### src/rtl/cmos_probe_pkg.sv
// Shared types and constants for the CMOS gate prober: FSM states, vector order
// and reference truth tables (bit index = {a,b}).
package cmos_probe_pkg;

  typedef enum logic [1:0] {
    ST_IDLE   = 2'd0,
    ST_SETTLE = 2'd1,
    ST_SAMPLE = 2'd2,
    ST_DONE   = 2'd3
  } state_t;

  // Vectors are applied as a binary count {a,b} from VEC_FIRST to VEC_LAST.
  localparam logic [1:0] VEC_FIRST = 2'b00;
  localparam logic [1:0] VEC_LAST  = 2'b11;

  localparam logic [3:0] TT_NOR  = 4'b0001;
  localparam logic [3:0] TT_NAND = 4'b0111;
  localparam logic [3:0] TT_AND  = 4'b1000;
  localparam logic [3:0] TT_OR   = 4'b1110;
  localparam logic [3:0] TT_XOR  = 4'b0110;

endpackage

### src/rtl/cmos_probe_cmp.sv
// Sample-vs-expected compare. The X/Z test only has meaning in a 4-state
// simulator; in hardware the node is always 0 or 1 and the compare is 2-state.
module cmos_probe_cmp (
  input  logic sample,
  input  logic expected,
  output logic mismatch,
  output logic is_xz
);

  assign is_xz    = (sample !== 1'b0) && (sample !== 1'b1);
  assign mismatch = (sample !== expected);

endmodule

### src/rtl/cmos_gate_prober.sv
// Drives the four {a,b} vectors into a 2-input CMOS cell, waits SETTLE cycles,
// samples f and accumulates mismatch statistics against a captured truth table.
//
// state     | meaning
// ----------+--------------------------------------------------------------
// ST_IDLE   | waiting for start; results of the last run held
// ST_SETTLE | vector driven, settle counter running down to 1
// ST_SAMPLE | probe_f compared against tt[idx]; next vector or finish
// ST_DONE   | one-cycle done pulse, then back to idle
module cmos_gate_prober
  import cmos_probe_pkg::*;
#(
  parameter int SETTLE = 2,
  parameter int PASSES = 1,
  parameter int ERR_W  = 4
) (
  input  logic             clk,
  input  logic             rst_n,
  input  logic             start,
  input  logic [3:0]       truth_table,
  output logic             probe_a,
  output logic             probe_b,
  input  logic             probe_f,
  output logic             busy,
  output logic             done,
  output logic             pass,
  output logic [ERR_W-1:0] err_count,
  output logic [3:0]       fail_vec,
  output logic             xz_seen
);

  localparam int SW = $clog2(SETTLE + 1);
  localparam int PW = (PASSES > 1) ? $clog2(PASSES) : 1;

  if (SETTLE < 1) begin : g_bad_settle
    $error("cmos_gate_prober: SETTLE must be at least 1");
  end
  if (PASSES < 1) begin : g_bad_passes
    $error("cmos_gate_prober: PASSES must be at least 1");
  end

  state_t           r_state;
  state_t           w_state_nxt;
  logic [3:0]       r_tt;
  logic [1:0]       r_idx;
  logic [PW-1:0]    r_pass_cnt;
  logic [SW-1:0]    r_cnt;
  logic             r_a;
  logic             r_b;
  logic             r_busy;
  logic             r_done;
  logic             r_pass;
  logic [ERR_W-1:0] r_err;
  logic [3:0]       r_fail_vec;
  logic             r_xz;

  logic             w_accept;
  logic             w_last_vec;
  logic             w_last_pass;
  logic             w_cnt_term;
  logic             w_expected;
  logic             w_mismatch;
  logic             w_is_xz;
  logic [ERR_W-1:0] w_err_nxt;
  logic [1:0]       w_idx_inc;

  assign w_accept    = (r_state == ST_IDLE) && start;
  assign w_last_vec  = (r_idx == VEC_LAST);
  assign w_last_pass = (r_pass_cnt == PW'(PASSES - 1));
  assign w_cnt_term  = (r_cnt == SW'(1));
  assign w_expected  = r_tt[r_idx];
  assign w_idx_inc   = r_idx + 2'd1;
  // Error count sticks at all-ones rather than wrapping.
  assign w_err_nxt   = (w_mismatch && !(&r_err)) ? r_err + ERR_W'(1) : r_err;

  cmos_probe_cmp u_cmp (
    .sample   (probe_f),
    .expected (w_expected),
    .mismatch (w_mismatch),
    .is_xz    (w_is_xz)
  );

  always_ff @(posedge clk or negedge rst_n) begin
    if (!rst_n) r_state <= ST_IDLE;
    else        r_state <= w_state_nxt;
  end

  always_comb begin
    w_state_nxt = r_state;
    case (r_state)
      ST_IDLE:   if (start) w_state_nxt = ST_SETTLE;
      ST_SETTLE: if (w_cnt_term) w_state_nxt = ST_SAMPLE;
      ST_SAMPLE: w_state_nxt = (w_last_vec && w_last_pass) ? ST_DONE : ST_SETTLE;
      ST_DONE:   w_state_nxt = ST_IDLE;
      default:   w_state_nxt = ST_IDLE;
    endcase
  end

  always_ff @(posedge clk or negedge rst_n) begin
    if (!rst_n) begin
      r_tt       <= 4'd0;
      r_idx      <= VEC_FIRST;
      r_pass_cnt <= '0;
      r_cnt      <= '0;
      r_a        <= 1'b0;
      r_b        <= 1'b0;
      r_busy     <= 1'b0;
      r_done     <= 1'b0;
      r_pass     <= 1'b0;
      r_err      <= '0;
      r_fail_vec <= 4'd0;
      r_xz       <= 1'b0;
    end else begin
      case (r_state)
        ST_IDLE: begin
          if (w_accept) begin
            r_tt       <= truth_table;
            r_idx      <= VEC_FIRST;
            r_pass_cnt <= '0;
            r_cnt      <= SW'(SETTLE);
            {r_a, r_b} <= VEC_FIRST;
            r_busy     <= 1'b1;
            r_pass     <= 1'b0;
            r_err      <= '0;
            r_fail_vec <= 4'd0;
            r_xz       <= 1'b0;
          end
        end
        ST_SETTLE: r_cnt <= r_cnt - SW'(1);
        ST_SAMPLE: begin
          r_err <= w_err_nxt;
          if (w_mismatch) r_fail_vec[r_idx] <= 1'b1;
          if (w_is_xz)    r_xz <= 1'b1;
          if (!w_last_vec) begin
            r_idx      <= w_idx_inc;
            {r_a, r_b} <= w_idx_inc;
            r_cnt      <= SW'(SETTLE);
          end else if (!w_last_pass) begin
            r_idx      <= VEC_FIRST;
            r_pass_cnt <= r_pass_cnt + PW'(1);
            {r_a, r_b} <= VEC_FIRST;
            r_cnt      <= SW'(SETTLE);
          end else begin
            // Probes stay on the last vector; pass includes this final sample.
            r_pass <= (w_err_nxt == '0);
            r_done <= 1'b1;
          end
        end
        ST_DONE: begin
          r_done <= 1'b0;
          r_busy <= 1'b0;
        end
        default: ;
      endcase
    end
  end

  assign probe_a   = r_a;
  assign probe_b   = r_b;
  assign busy      = r_busy;
  assign done      = r_done;
  assign pass      = r_pass;
  assign err_count = r_err;
  assign fail_vec  = r_fail_vec;
  assign xz_seen   = r_xz;

endmodule
### config.mk
export PLATFORM = sky130hd
export DESIGN_NAME = cmos_gate_prober
export DESIGN_NICKNAME = d
export VERILOG_FILES = /design/src/rtl/cmos_probe_pkg.sv /design/src/rtl/cmos_probe_cmp.sv /design/src/rtl/cmos_gate_prober.sv
export SDC_FILE = /design/constraint.sdc
export NUM_CORES = 1
export LEC_CHECK = 0
export CAP_MARGIN = 20
export CORE_ASPECT_RATIO = 0.9
export CORE_MARGIN = 3
export CORE_UTILIZATION = 54
export CTS_CLUSTER_SIZE = 28
export DETAILED_ROUTE_END_ITERATION = 16
export PLACE_DENSITY = 0.83
export REMOVE_ABC_BUFFERS = 1
export SYNTH_ARGS = -nofsm -noshare
export SYNTH_HDL_FRONTEND = slang
export SYNTH_SLANG_ARGS = --single-unit
### constraint.sdc
create_clock -name clk -period 5.9 [get_ports clk]
set_input_delay 1.18 -clock clk [delete_from_list [all_inputs] [get_ports clk]]
set_output_delay 1.18 -clock clk [all_outputs]
set_load 0.05 [all_outputs]
==> metrics.yaml <==
status:
  status: "complete, no violations"
critical_path:
  worstPathRequired_ps: 4720
  cp-end-kind: "primary output"
  r2r-end: "err_count[2]$_DFFE_PN0P_"
  crit_buf_inv: 1
  timing.setup.critical_path_class: "reg2out"
  reg2reg_depth: 5
  worst-endpoint-arrival_ps: 1700
  reg2reg_from: "r_idx[1]$_DFFE_PN0P_"
  cp-startpoint: "r_idx[1]$_DFFE_PN0P_"
  cpMaxStageDelayCell: "clkdlybuf4s50_1"
  cp_max_fo: 7
  rrSetupSlack_ps: 3710
  worstPathCellList: "clkdlybuf4s50_1"
  cp_slowest_stage_delay_ps: 870
  critPathTopFamily: "buffers and inverters"
  startpoint_type: "flip-flop"
sta:
  slew_headroom_pct: 34.3
  finalCritPeriodShare_pct: 48.8
  fin_crit_ps: 2880
  tightest_slew_ps: 982
  clock_skew_ps: 4.49
  rsz0062_at_grt: "no"
  setup_viol: 0
  hold_violations: 0
  clock.fmax_mhz: 347
  tns_ps: 0
  maxSlewViolCount: 0
die:
  rows: 14
  die_w_um: 54.0
  pin_count: 22
  core_area_um2: 1800
  die_h_um: 49.2
  die_area_um2: 2650
  start_util_pct: 61.9
power:
  leakage_nw: 0.616
  power.density_nw_per_um2: 422
  vdd_ir_drop_max_uv: 299
synth:
  synth_cells: 100
  avgSynthCellArea_um2: 11.2
  yosys_register_bits: 22
  yosysSeqAreaShare_pct: 49.3
  synth_edf_count: 0
  ys_types: 33
  synth_ff_type: "dfrtp_1"
  async_flop_share_pct: 100
  ys.warnings.count: 0
  syn_area_um2: 1120
min_path:
  min_to: "r_cnt[0]$_DFFE_PN0P_"
  hold-path-cell-count: 1
  min_from: "r_cnt[0]$_DFFE_PN0P_"
  hp-class: "reg2reg"
route:
  routed_via_density: 5.90
  drt_iter0_drc: 17
  vias: 868
  routedWlPerCell_um: 16.9
  drt_wl_total_um: 2480
  dr.pass1.iters: 4
  drt.antenna.violating_nets: 0
  drcViolationCount: 0
global_routing:
  grt_max_degree: 23
  antenna_found_initial: 0
  grtUsageTotal_pct: 21.2
  grt_pass1_wl_um: 4010
  overflow: 0
  grt_pass1_vias: 844
clock_network:
  cts_hold_buf: 0
  clockRootBuffer: "clkbuf_4"
  path_clk_slew_ps: 120
  numCtsBuffers: 3
  ctsResizeCount: 0
  cts_tree: "done"
  clock-sinks: 22
  clock_latency_ps: 310
  post_cts_buffers: 0
  htree_levels: 1
  cts_buffer_depth: 2
layout:
  final_common_cell: "dfrtp_1"
  final_cell_mix: "dfrtp_1, clkdlybuf4s50_1, a21oi_1, nor2_1"
  drive_gt1_share_pct: 13.0
  final_cells: 147
  fill_cells: 131
  design_area_um2: 1390
  syn_to_final_growth_pct: 24.1
  antennaDiodeCount: 0
  nNetsFinal: 138
placed_design:
  dpl.hpwl_um: 1770
  io_buffers: 21
  placed_cells: 143
  placedInstanceArea_um2: 1350
  gp_congestion: 0.775
flow_run:
  drv_cap: 0
-- worst max-delay path by stage --
stage                          endpoint  cells after the start
2_1_floorplan       r_tt[0]$_DFFE_PN0P_                      2
3_3_place_gp   err_count[1]$_DFFE_PN0P_                      5
3_5_place_dp   err_count[2]$_DFFE_PN0P_                      5
4_1_cts                         probe_a                      1
5_1_grt                         probe_a                      1
6_report                        probe_a                      1
-- cell families after synthesis --
| group | count (synthesis) | synth area share (%) |
|---|---|---|
| and+or+nand+nor | 28 | 13.3 |
| AOI/OAI and AO/OA | 24 | 13.8 |
| DFF | 22 | 49.3 |
| muxes | 10 | 11.1 |
| buffers and inverters | 9 | 3.36 |
| adders and majority gates | 6 | 6.72 |
| xor gates and xnor gates | 1 | 2.46 |
-- power breakdown --
| part | internal [mW] | switching [mW] | total (mW) |
|---|---|---|---|
| logic | 0.114 | 0.148 | 0.262 |
| registers | 0.192 | 0.0469 | 0.239 |
| clock network | 0.0377 | 0.0462 | 0.0840 |
| total | 0.344 | 0.242 | 0.585 |
-- cells in the mapped netlist, types with 2 or more instances --
master    number  area [um^2]
dfrtp_1       22          551
a21oi_1       10         50.1
nor2_1         7         26.3
ha_1           6         75.1
inv_1          6         22.5
nand2_1        6         22.5
mux2_2         5         56.3
nor2b_1        4         25.0
o21ai_0        4         20.0
mux2i_1        3         30.0
nand2b_1       3         18.8
a22o_1         2         17.5
clkbuf_1       2         7.51
-- routing by layer --
metal  up-vias  global-route usage (%)  wire length, um
met3         6                    6.73              145
met4         0                    8.09               45
met1       428                    27.8             1050
met2        37                    32.1             1240
li1        397                       -                -
met5         -                       0                0
-- cell type report --
cell class / count / area (um^2) / share of cell area (%)
multi-input cells: 69 / 529 / 38.2
clock buffers: 4 / 36.3 / 2.62
repair buffers: 22 / 218 / 15.7
well taps: 24 / 30.0 / 2.17
inverters: 6 / 22.5 / 1.62
flip-flops and latches: 22 / 551 / 39.7
-- flip-flops by register name, summed over array words and instances, names as in the netlist --
| signal | cells |
|---|---|
| r_tt | 4 |
| done | 1 |
| xz_seen | 1 |
| r_state | 2 |
| busy | 1 |
| fail_vec | 4 |
| pass | 1 |
| r_idx | 2 |
| err_count | 4 |
| r_cnt | 2 |
-- through the flow --
step	setup slack, ps	util (%)	hold WS (ps)	power, mW
after floorplan	3360	-	457	0.421
after global placement	3140	74.8	467	0.486
after detailed placement	3050	74.8	490	0.501
after CTS	2990	76.8	505	0.587
after global routing	2940	76.8	522	0.625
final	3020	76.8	503	0.585
Power figures use the tool's default switching activity.
